--- src/rtl/serial_add_pkg.sv ---
// Shared types and sizing helpers for the digit-serial adder.
package serial_add_pkg;

  typedef enum logic [1:0] {
    StIdle,
    StRun,
    StDone
  } state_e;

  // Number of digits processed per operation.
  function automatic int unsigned calc_ndig(input int unsigned width, input int unsigned digit_w);
    return width / digit_w;
  endfunction

  // Counter width that can hold 0..ndig.
  function automatic int unsigned calc_cnt_w(input int unsigned ndig);
    return (ndig + 1 <= 2) ? 1 : $clog2(ndig + 1);
  endfunction

endpackage

--- src/rtl/digit_adder.sv ---
// Combinational DIGIT_W-bit ripple adder built from half-adder-pair full-adder cells.
module digit_adder #(
  parameter int unsigned DIGIT_W = 2
) (
  input  logic [DIGIT_W-1:0] i_a,
  input  logic [DIGIT_W-1:0] i_b,
  input  logic               i_cin,
  output logic [DIGIT_W-1:0] o_s,
  output logic               o_cout
);

  logic [DIGIT_W:0] w_c;

  assign w_c[0] = i_cin;

  for (genvar i = 0; i < DIGIT_W; i++) begin : g_fa
    logic w_s1;
    logic w_c1;
    logic w_c2;

    assign w_s1       = i_a[i] ^ i_b[i];
    assign w_c1       = i_a[i] & i_b[i];
    assign o_s[i]     = w_s1 ^ w_c[i];
    assign w_c2       = w_s1 & w_c[i];
    assign w_c[i + 1] = w_c1 | w_c2;
  end

  assign o_cout = w_c[DIGIT_W];

endmodule

--- src/rtl/serial_add_unit.sv ---
// Multi-cycle adder adding DIGIT_W bits per cycle with valid/ready on both sides.
// Optional subtract mode (port i_sub) is enabled by defining SERIAL_ADD_SUB_EN.
module serial_add_unit
  import serial_add_pkg::*;
#(
  parameter int unsigned WIDTH   = 8,
  parameter int unsigned DIGIT_W = 2
) (
  input  logic             clk,
  input  logic             rst_n,
`ifdef SERIAL_ADD_SUB_EN
  input  logic             i_sub,
`endif
  input  logic             i_in_valid,
  output logic             o_in_ready,
  input  logic [WIDTH-1:0] i_a,
  input  logic [WIDTH-1:0] i_b,
  input  logic             i_cin,
  output logic             o_out_valid,
  input  logic             i_out_ready,
  output logic [WIDTH-1:0] o_sum,
  output logic             o_cout,
  output logic             o_busy
);

  localparam int unsigned NDIG  = calc_ndig(WIDTH, DIGIT_W);
  localparam int unsigned CNT_W = calc_cnt_w(NDIG);
  localparam logic [CNT_W-1:0] LastCnt = CNT_W'(NDIG - 1);

  state_e           r_state;
  state_e           w_state_d;
  logic             r_init;
  logic [WIDTH-1:0] r_a;
  logic [WIDTH-1:0] r_b;
  logic [WIDTH-1:0] r_sum;
  logic             r_carry;
  logic [CNT_W-1:0] r_cnt;

  logic             w_accept;
  logic [WIDTH-1:0] w_b_in;
  logic             w_cin_in;
  logic [DIGIT_W-1:0] w_dsum;
  logic             w_dcout;
  logic [WIDTH-1:0] w_sum_shift;

`ifdef SERIAL_ADD_SUB_EN
  // Subtract as A + ~B + 1; the carry out then reads as NOT borrow.
  assign w_b_in   = i_sub ? ~i_b : i_b;
  assign w_cin_in = i_sub ? 1'b1 : i_cin;
`else
  assign w_b_in   = i_b;
  assign w_cin_in = i_cin;
`endif

  digit_adder #(
    .DIGIT_W(DIGIT_W)
  ) u_digit_adder (
    .i_a   (r_a[DIGIT_W-1:0]),
    .i_b   (r_b[DIGIT_W-1:0]),
    .i_cin (r_carry),
    .o_s   (w_dsum),
    .o_cout(w_dcout)
  );

  if (NDIG == 1) begin : g_single
    assign w_sum_shift = w_dsum;
  end else begin : g_multi
    assign w_sum_shift = {w_dsum, r_sum[WIDTH-1:DIGIT_W]};
  end

  always_comb begin
    w_state_d  = r_state;
    o_in_ready = 1'b0;
    w_accept   = 1'b0;
    unique case (r_state)
      StIdle: begin
        // r_init keeps in_ready low until the first clock after reset release.
        o_in_ready = r_init;
        if (i_in_valid && r_init) begin
          w_accept  = 1'b1;
          w_state_d = StRun;
        end
      end
      StRun: begin
        if (r_cnt == LastCnt) w_state_d = StDone;
      end
      StDone: begin
        o_in_ready = i_out_ready;
        if (i_out_ready) begin
          w_accept  = i_in_valid;
          w_state_d = i_in_valid ? StRun : StIdle;
        end
      end
      default: w_state_d = StIdle;
    endcase
  end

  always_ff @(posedge clk or negedge rst_n) begin
    if (!rst_n) begin
      r_state <= StIdle;
      r_init  <= 1'b0;
    end else begin
      r_state <= w_state_d;
      r_init  <= 1'b1;
    end
  end

  always_ff @(posedge clk or negedge rst_n) begin
    if (!rst_n) begin
      r_a     <= '0;
      r_b     <= '0;
      r_sum   <= '0;
      r_carry <= 1'b0;
      r_cnt   <= '0;
    end else if (w_accept) begin
      r_a     <= i_a;
      r_b     <= w_b_in;
      r_carry <= w_cin_in;
      r_cnt   <= '0;
    end else if (r_state == StRun) begin
      r_a     <= r_a >> DIGIT_W;
      r_b     <= r_b >> DIGIT_W;
      r_sum   <= w_sum_shift;
      r_carry <= w_dcout;
      r_cnt   <= r_cnt + CNT_W'(1);
    end
  end

  assign o_out_valid = (r_state == StDone);
  assign o_busy      = (r_state == StRun);
  assign o_sum       = r_sum;
  assign o_cout      = r_carry;

endmodule

--- config.mk ---
export PLATFORM = sky130hd
export DESIGN_NAME = serial_add_unit
export DESIGN_NICKNAME = d
export VERILOG_FILES = /design/src/rtl/serial_add_pkg.sv /design/src/rtl/digit_adder.sv /design/src/rtl/serial_add_unit.sv
export SDC_FILE = /design/constraint.sdc
export NUM_CORES = 1
export LEC_CHECK = 0
export CORE_ASPECT_RATIO = 0.75
export CORE_UTILIZATION = 35
export DETAILED_ROUTE_END_ITERATION = 7
export SLEW_MARGIN = 0
export SYNTH_ARGS = -nofsm -noshare
export SYNTH_HDL_FRONTEND = slang
export SYNTH_HIERARCHICAL = 1
export SYNTH_SLANG_ARGS = --single-unit
--- constraint.sdc ---
create_clock -name clk -period 2.11 [get_ports clk]
set_input_delay 0.422 -clock clk [delete_from_list [all_inputs] [get_ports clk]]
set_output_delay 0.422 -clock clk [all_outputs]
set_load 0.05 [all_outputs]
==> results of run 1 <==
[synthesized netlist by cell type]
master    count  area, µm²
inv_1        15       56.3
nor2b_1       1       6.26
a21oi_1       1       5.00
mux2_1        5       56.3
xnor2_1       1       8.76
fa_1          2       40.0
o21bai_1      1       7.51
a22o_1        1       8.76
buf_6         1       11.3
mux2_2       21        236
dfrtp_1      31        776
a211oi_1      1       7.51
mux2i_1       5       50.1
conb_1        1       3.75
buf_2         4       20.0
nor2_1        3       11.3
nand2b_1      1       6.26
nor3b_2       1       12.5
ha_1          2       25.0
nand2_1      30        113
buf_4         1       7.51
[path summary, 6_finish.rpt]
| kind | slack (ns) | end | cells past startpoint | startpoint |
|---|---|---|---|---|
| setup / recovery | 0.22 | o_cout | 1 | o_cout$_DFFE_PN0P_ |
| hold / removal | 0.48 | o_sum[0]$_DFFE_PN0P_ | 2 | o_sum[0]$_DFFE_PN0P_ |
| setup reg to reg | 0.52 | o_cout$_DFFE_PN0P_ | 6 | r_a[0]$_DFFE_PN0P_ |
| hold reg to reg | 0.48 | o_sum[0]$_DFFE_PN0P_ | 2 | o_sum[0]$_DFFE_PN0P_ |
| max in group asynchronous | 1.28 | r_b[6]$_DFFE_PN0P_ | 2 | rst_n |
| min in group asynchronous | 0.55 | r_state[1]$_DFFE_PN0P_ | 2 | rst_n |
[layer usage]
layer / global-route usage, % / vias to the layer above
met5: 0 / -
met4: 5.77 / 0
met3: 4.41 / 5
met2: 24.0 / 33
met1: 14.6 / 468
li1: - / 482
[where the power goes]
group	internal [µW]	switching, µW	leakage [µW]
clock	297	200	0.0000515
combinational	682	834	0.000504
sequential	835	136	0.000396
total	1810	1170	0.000951
[metrics by stage]
step	hold WS (ns)	power, µW	std cells	util, %	setup slack [ns]
2_1_floorplan	0.126	2080	129	-	0.288
3_3_place_gp	0.456	2460	211	49.0	0.184
3_5_place_dp	0.466	2520	211	49.0	0.167
4_1_cts	0.482	3030	219	51.6	0.198
5_1_grt	0.539	3210	219	51.6	0.173
6_report	0.478	2980	219	51.6	0.225
[flip-flops by register name, indices dropped and copies added (netlist names)]
name     count
r_state      2
o_cout       1
r_cnt        3
r_a          8
r_init       1
r_b          8
o_sum        8
[final cells by class]
| type | count | area, µm² | share of cell area [%] |
|---|---|---|---|
| Sequential cell | 31 | 776 | 39.3 |
| Multi-Input combinational cell | 77 | 598 | 30.3 |
| Timing Repair Buffer | 36 | 380 | 19.3 |
| Clock buffer | 8 | 100 | 5.07 |
| Tap cell | 52 | 65.1 | 3.29 |
| Inverter | 15 | 56.3 | 2.85 |
[logic make-up (layout without fill, tap and decap cells)]
| family | after synthesis | after routing |
|---|---|---|
| and+or+nand+nor | 36 | 36 |
| AOI/OAI and AO/OA | 4 | 4 |
| muxes | 31 | 31 |
| buffers and inverters | 21 | 59 |
| adders and majority gates | 4 | 4 |
| other | 1 | 1 |
| xor gates and xnor gates | 1 | 1 |
| DFF | 31 | 31 |
[cell usage in the layout (no fill, tap or decap)]
cell type	instances
mux2_1	5
a22o_1	1
ha_1	2
mux2i_1	5
nor2b_1	1
fa_1	2
conb_1	1
xnor2_1	1
a211oi_1	1
buf_4	4
buf_12	3
mux2_2	21
clkbuf_8	7
nand2_1	30
nand2b_1	1
clkdlybuf4s50_1	29
nor2_1	3
nor3b_2	1
inv_1	15
o21bai_1	1
dfrtp_1	31
a21oi_1	1
clkbuf_1	1
==> metrics.csv, run 1 <==
stage;metric;value;unit
finish;syn2layout_area_growth;34.5;%
synth;seq_area_frac_synth;52.8;%
clocking;cts_buffer_depth;2;
synth;synth_fp_nets;154;
synth;synthMuxAreaShare;23.3;%
timing;hold_violations;0;
synth;ys_seq_elements;31;
worst_setup_path;crit_family;buffers and inverters;
global_route;grt_overflow;0;
clocking;clock-sinks;31;
finish;drive_gt1_share;21.6;%
route;viasPerCell;4.51;
clocking;insertion_delay;0.27;ns
place;dp_hpwl;1780;µm
floorplan;die-area;0.00446;mm²
timing;finalSetupTns;0;ns
route;wl_met3;159;µm
power_and_ir_drop;ir_drop;0.000715;V
floorplan;die_x;76.8;µm
route;top_layer_used;met4;
finish;nets;191;
route;final_antenna_net_count;0;
synth;synth_xor_area_share;0.596;%
power_and_ir_drop;power_density;1510;mW/mm²
route;wirelength;2490;µm
timing;grt_setup_unrepaired;false;
global_route;grt_antenna_before_repair;0;
synth;yosysUniqueCellTypes;21;
power_and_ir_drop;p_leak;0.000951;µW
worst_setup_path;cp.arrival;1.46;ns
clocking;cts_made_buffers;5;
timing;timing.fmax;0.530;GHz
clocking;cts_tree;yes;
run_status;outcome;completed;
worst_setup_path;worstPathRequired;1.69;ns
global_route;grt_first_pass_wirelength;4510;µm
route;wl_met2;1180;µm
global_route;grt_start_max_net_pins;32;
floorplan;ios;33;
synth;synth_top_family_by_area;multiplexers;
place;placed_cell_area;0.00188;mm²
worst_setup_path;critPathMaxStageDelay;0.81;ns
place;port_buffers;32;
clocking;cts_setup_buffers;0;
worst_hold_path;holdCritPathClass;flip-flop to flip-flop;
synth;syn_area;0.00147;mm²
clocking;cts_resized;0;
synth;yosys.area_share.adder;4.43;%
floorplan;die_h;58.1;µm
finish;nFillCells;343;
timing;finClkSkew;0.00455;ns
place;gp_congestion;0.692;
worst_setup_path;critPathBufInv;1;
timing;min_period_over_period;89.4;%
route;drc;0;
floorplan;rows;19;
worst_setup_path;endpoint_kind;output port;
worst_setup_path;startpoint_type;flip-flop;
route;first_pass_iters;4;
synth;yosys.area_share.simple;10.1;%
timing;period_minus_slack;1.89;ns
clocking;postCtsHoldBufs;0;
run;maxCapViolations;0;
clocking;cts_root_buf;clkbuf_8;
worst_setup_path;slowest_stage;clkdlybuf4s50_1;
global_route;grt_usage;13.3;%
global_route;grt_pass1_vias;1049;
synth;synth_compound_area_share;1.96;%
timing;maxSlewViolCount;0;
finish;finalInstanceArea;0.00198;mm²
timing;setup_viol;0;
floorplan;core-area;0.00383;mm²
worst_setup_path;critical_path.cell_chain;clkdlybuf4s50_1;
floorplan;start_util;38.4;%
route;met1_length;1120;µm
clocking;clk_pin_slew;0.06;ns
worst_setup_path;cp_max_fo;3;
clocking;htree_levels;2;
worst_setup_path;crit_type;flip-flop to output port;
route;wire_per_inst;11.4;µm
route;drtIter0Drc;65;
synth;syn_avg_cell_area;11.4;µm²
synth;ys.warnings.count;6;
synth;synthCells;129;
route;vias;988;
finish;n_antenna_cell;0;
No activity file was read; power rests on OpenSTA's default activity.
==> run 2, diff against run 1 <==
--- a/config.mk
+++ b/config.mk
@@ -5,6 +5,7 @@
 export SDC_FILE = /design/constraint.sdc
 export NUM_CORES = 1
 export LEC_CHECK = 0
+export ABC_CLOCK_PERIOD_IN_PS = 2110
 export CORE_ASPECT_RATIO = 0.75
 export CORE_UTILIZATION = 35
 export DETAILED_ROUTE_END_ITERATION = 7
==> results of run 2 <==
No change in the layout: final DEF, timing and power equal those of run 1.
==> run 3, diff against run 2 <==
--- a/config.mk
+++ b/config.mk
@@ -9,6 +9,7 @@
 export CORE_ASPECT_RATIO = 0.75
 export CORE_UTILIZATION = 35
 export DETAILED_ROUTE_END_ITERATION = 7
+export PLACE_DENSITY = 0.57
 export SLEW_MARGIN = 0
 export SYNTH_ARGS = -nofsm -noshare
 export SYNTH_HDL_FRONTEND = slang
==> metrics.csv, run 3 (same netlist as run 1, synthesis figures left out) <==
stage;metric;value;unit;change
run_status;outcome;completed;;
worst_setup_path;r2r_cells;4;;-2
clocking;cts_resized;0;;unchanged
floorplan;core-area;0.00383;mm²;unchanged
place;gp_congestion;0.689;;-0.49%
finish;syn2layout_area_growth;32.6;%;
place;port_buffers;32;;unchanged
timing;min_period_over_period;89.1;%;-0.23 points
place;pre_cts_ws;0.166;ns;-0.000787 ns
floorplan;die_x;76.8;µm;unchanged
power_and_ir_drop;intPower;1740;µW;-4.2%
global_route;gr-usage-met1;16.3;%;+1.7 points
clocking;htree_levels;2;;unchanged
finish;most-common-layout-cells;dfrtp_1 (31), nand2_1 (30), clkdlybuf4s50_1 (29);;
worst_hold_path;min_delay_worst_endpoint;o_sum[1]$_DFFE_PN0P_;;
global_route;busiest_layer;met2;;
worst_setup_path;crit_type;flip-flop to output port;;
place;dp_hpwl;1750;µm;-1.7%
route;drc;0;;unchanged
finish;nets;191;;unchanged
timing;grt_setup_unrepaired;false;;
timing;timing.fmax;0.532;GHz;+0.26%
worst_hold_path;hold_start;o_sum[1]$_DFFE_PN0P_;;
power_and_ir_drop;clkPwrFrac;14.1;%;-2.6 points
finish;final_cells;217;;-0.91%
timing;fin_ws;0.229;ns;+0.00481 ns
worst_setup_path;startpoint_type;flip-flop;;
timing;maxSlewViolCount;0;;unchanged
global_route;grt_usage;13.4;%;+0.10 points
route;vias;976;;-1.2%
floorplan;die_h;58.1;µm;unchanged
global_route;grt_start_max_net_pins;32;;unchanged
power_and_ir_drop;ir_drop;0.000822;V;+15%
worst_setup_path;cp_max_fo;3;;unchanged
worst_setup_path;timing.rr.end;r_b[5]$_DFFE_PN0P_;;
floorplan;ios;33;;unchanged
route;wire_per_inst;11.3;µm;about the same
global_route;grt_antenna_before_repair;0;;unchanged
finish;multi_input_area;598;µm²;unchanged
route;wirelength;2460;µm;-1.0%
place;dp_cells;211;;unchanged
worst_setup_path;critPathMaxStageDelay;0.82;ns;about the same
worst_setup_path;critPathBufInv;1;;unchanged
global_route;grt_pass1_vias;1018;;-3.0%
global_route;met2_usage;21.3;%;-2.7 points
clocking;cts_root_buf;clkbuf_8;;
worst_setup_path;critical_path.cell_chain;clkdlybuf4s50_1;;
global_route;grt_use_met3;4.57;%;+0.16 points
place;placed_cell_area;0.00188;mm²;unchanged
floorplan;die-area;0.00446;mm²;unchanged
power_and_ir_drop;p_leak;0.000937;µW;-1.5%
timing;period_minus_slack;1.88;ns;-0.00481 ns
route;drtIter0Drc;18;;-72%
power_and_ir_drop;power_density;1490;mW/mm²;-1.6%
finish;drive_gt1_share;20.6;%;-0.95 points
clocking;cts_made_buffers;5;;unchanged
clocking;clock-sinks;31;;unchanged
timing;worst_slew_pin_slew;0.498;ns;
clocking;cts_buffer_depth;2;;unchanged
power_and_ir_drop;seqPwrFrac;33.4;%;+0.9 points
finish;ff_latch_area;776;µm²;unchanged
power_and_ir_drop;finalPower;2890;µW;-3.0%
worst_setup_path;rr_startpoint;r_state[0]$_DFFE_PN0P_;;
clocking;clk_pin_slew;0.06;ns;about the same
clocking;insertion_delay;0.27;ns;about the same
worst_hold_path;worst_hold_path.num_cells;2;;unchanged
power_and_ir_drop;swShare;40.0;%;+0.78 points
floorplan;start_util;38.4;%;unchanged
worst_setup_path;endpoint_kind;output port;;
worst_hold_path;holdCritPathClass;flip-flop to flip-flop;;
finish;nFillCells;327;;-4.7%
worst_setup_path;cp.arrival;1.46;ns;about the same
power_and_ir_drop;combPwrFrac;52.5;%;+1.7 points
run;maxCapViolations;0;;unchanged
floorplan;rows;19;;unchanged
timing;setup_viol;0;;unchanged
clocking;cts_setup_buffers;0;;unchanged
route;first_pass_iters;3;;-1
timing;maxSlewHeadroom;66.7;%;
global_route;grt_overflow;0;;unchanged
route;viasPerCell;4.50;;-0.30%
finish;n_antenna_cell;0;;unchanged
global_route;grt_first_pass_wirelength;4490;µm;-0.44%
timing;hold_violations;0;;unchanged
clocking;postCtsHoldBufs;0;;unchanged
route;final_antenna_net_count;0;;unchanged
clocking;cts_tree;yes;;
worst_setup_path;r2r_setup_slack;0.52;ns;about the same
finish;final_common_cell;dfrtp_1;;
timing;finClkSkew;0.00236;ns;-0.00218 ns
finish;finalInstanceArea;0.00195;mm²;-1.4%
power_and_ir_drop;power_switching;1160;µW;-1.1%
timing;finalSetupTns;0;ns;unchanged
worst_setup_path;crit_family;buffers and inverters;;
worst_setup_path;worstPathRequired;1.69;ns;about the same
worst_setup_path;slowest_stage;clkdlybuf4s50_1;;
-- run 3: cell types whose count changed in the layout (fill, tap and decap cells not counted) --
cell      delta
clkbuf_8     -2
-- run 3: metal layers --
layer  routed length [µm]  part of all wire (%)
met1                 1110                    45
met4                   36                   1.5
met2                 1160                    47
met5                    0                     0
met3                  151                   6.1
-- run 3: power by group through the flow --
stage / clock, µW / sequential (µW) / combinational [µW]
floorplan: 0 / 1210 / 864
global placement: 0 / 970 / 1500
detailed placement: 0 / 984 / 1550
CTS: 427 / 973 / 1550
global route: 449 / 1000 / 1680
finish: 408 / 967 / 1520
-- run 3: how the worst max path moves through the flow --
stage | slack, ns | start | cells past startpoint | endpoint
2_1_floorplan | 0.29 | o_cout$_DFFE_PN0P_ | 6 | o_cout$_DFFE_PN0P_
3_3_place_gp | 0.18 | i_out_ready | 5 | r_b[1]$_DFFE_PN0P_
3_5_place_dp | 0.17 | i_out_ready | 5 | r_b[5]$_DFFE_PN0P_
4_1_cts | 0.21 | o_sum[6]$_DFFE_PN0P_ | 1 | o_sum[6]
5_1_grt | 0.16 | o_sum[7]$_DFFE_PN0P_ | 1 | o_sum[7]
6_report | 0.23 | o_sum[7]$_DFFE_PN0P_ | 1 | o_sum[7]
-- run 3: cell type report --
cell class,instances,area share [%]
Sequential cell,31,39.8
Multi-Input combinational cell,77,30.7
Timing Repair Buffer,36,19.5
Clock buffer,6,3.73
Tap cell,52,3.34
Inverter,15,2.89
-- run 3: stage by stage --
stage	hold WS [ns]	util (%)
5_1_grt	0.507	50.9
3_3_place_gp	0.457	49.0
6_report	0.473	50.9
2_1_floorplan	0.126	-
3_5_place_dp	0.462	49.0
4_1_cts	0.477	50.9
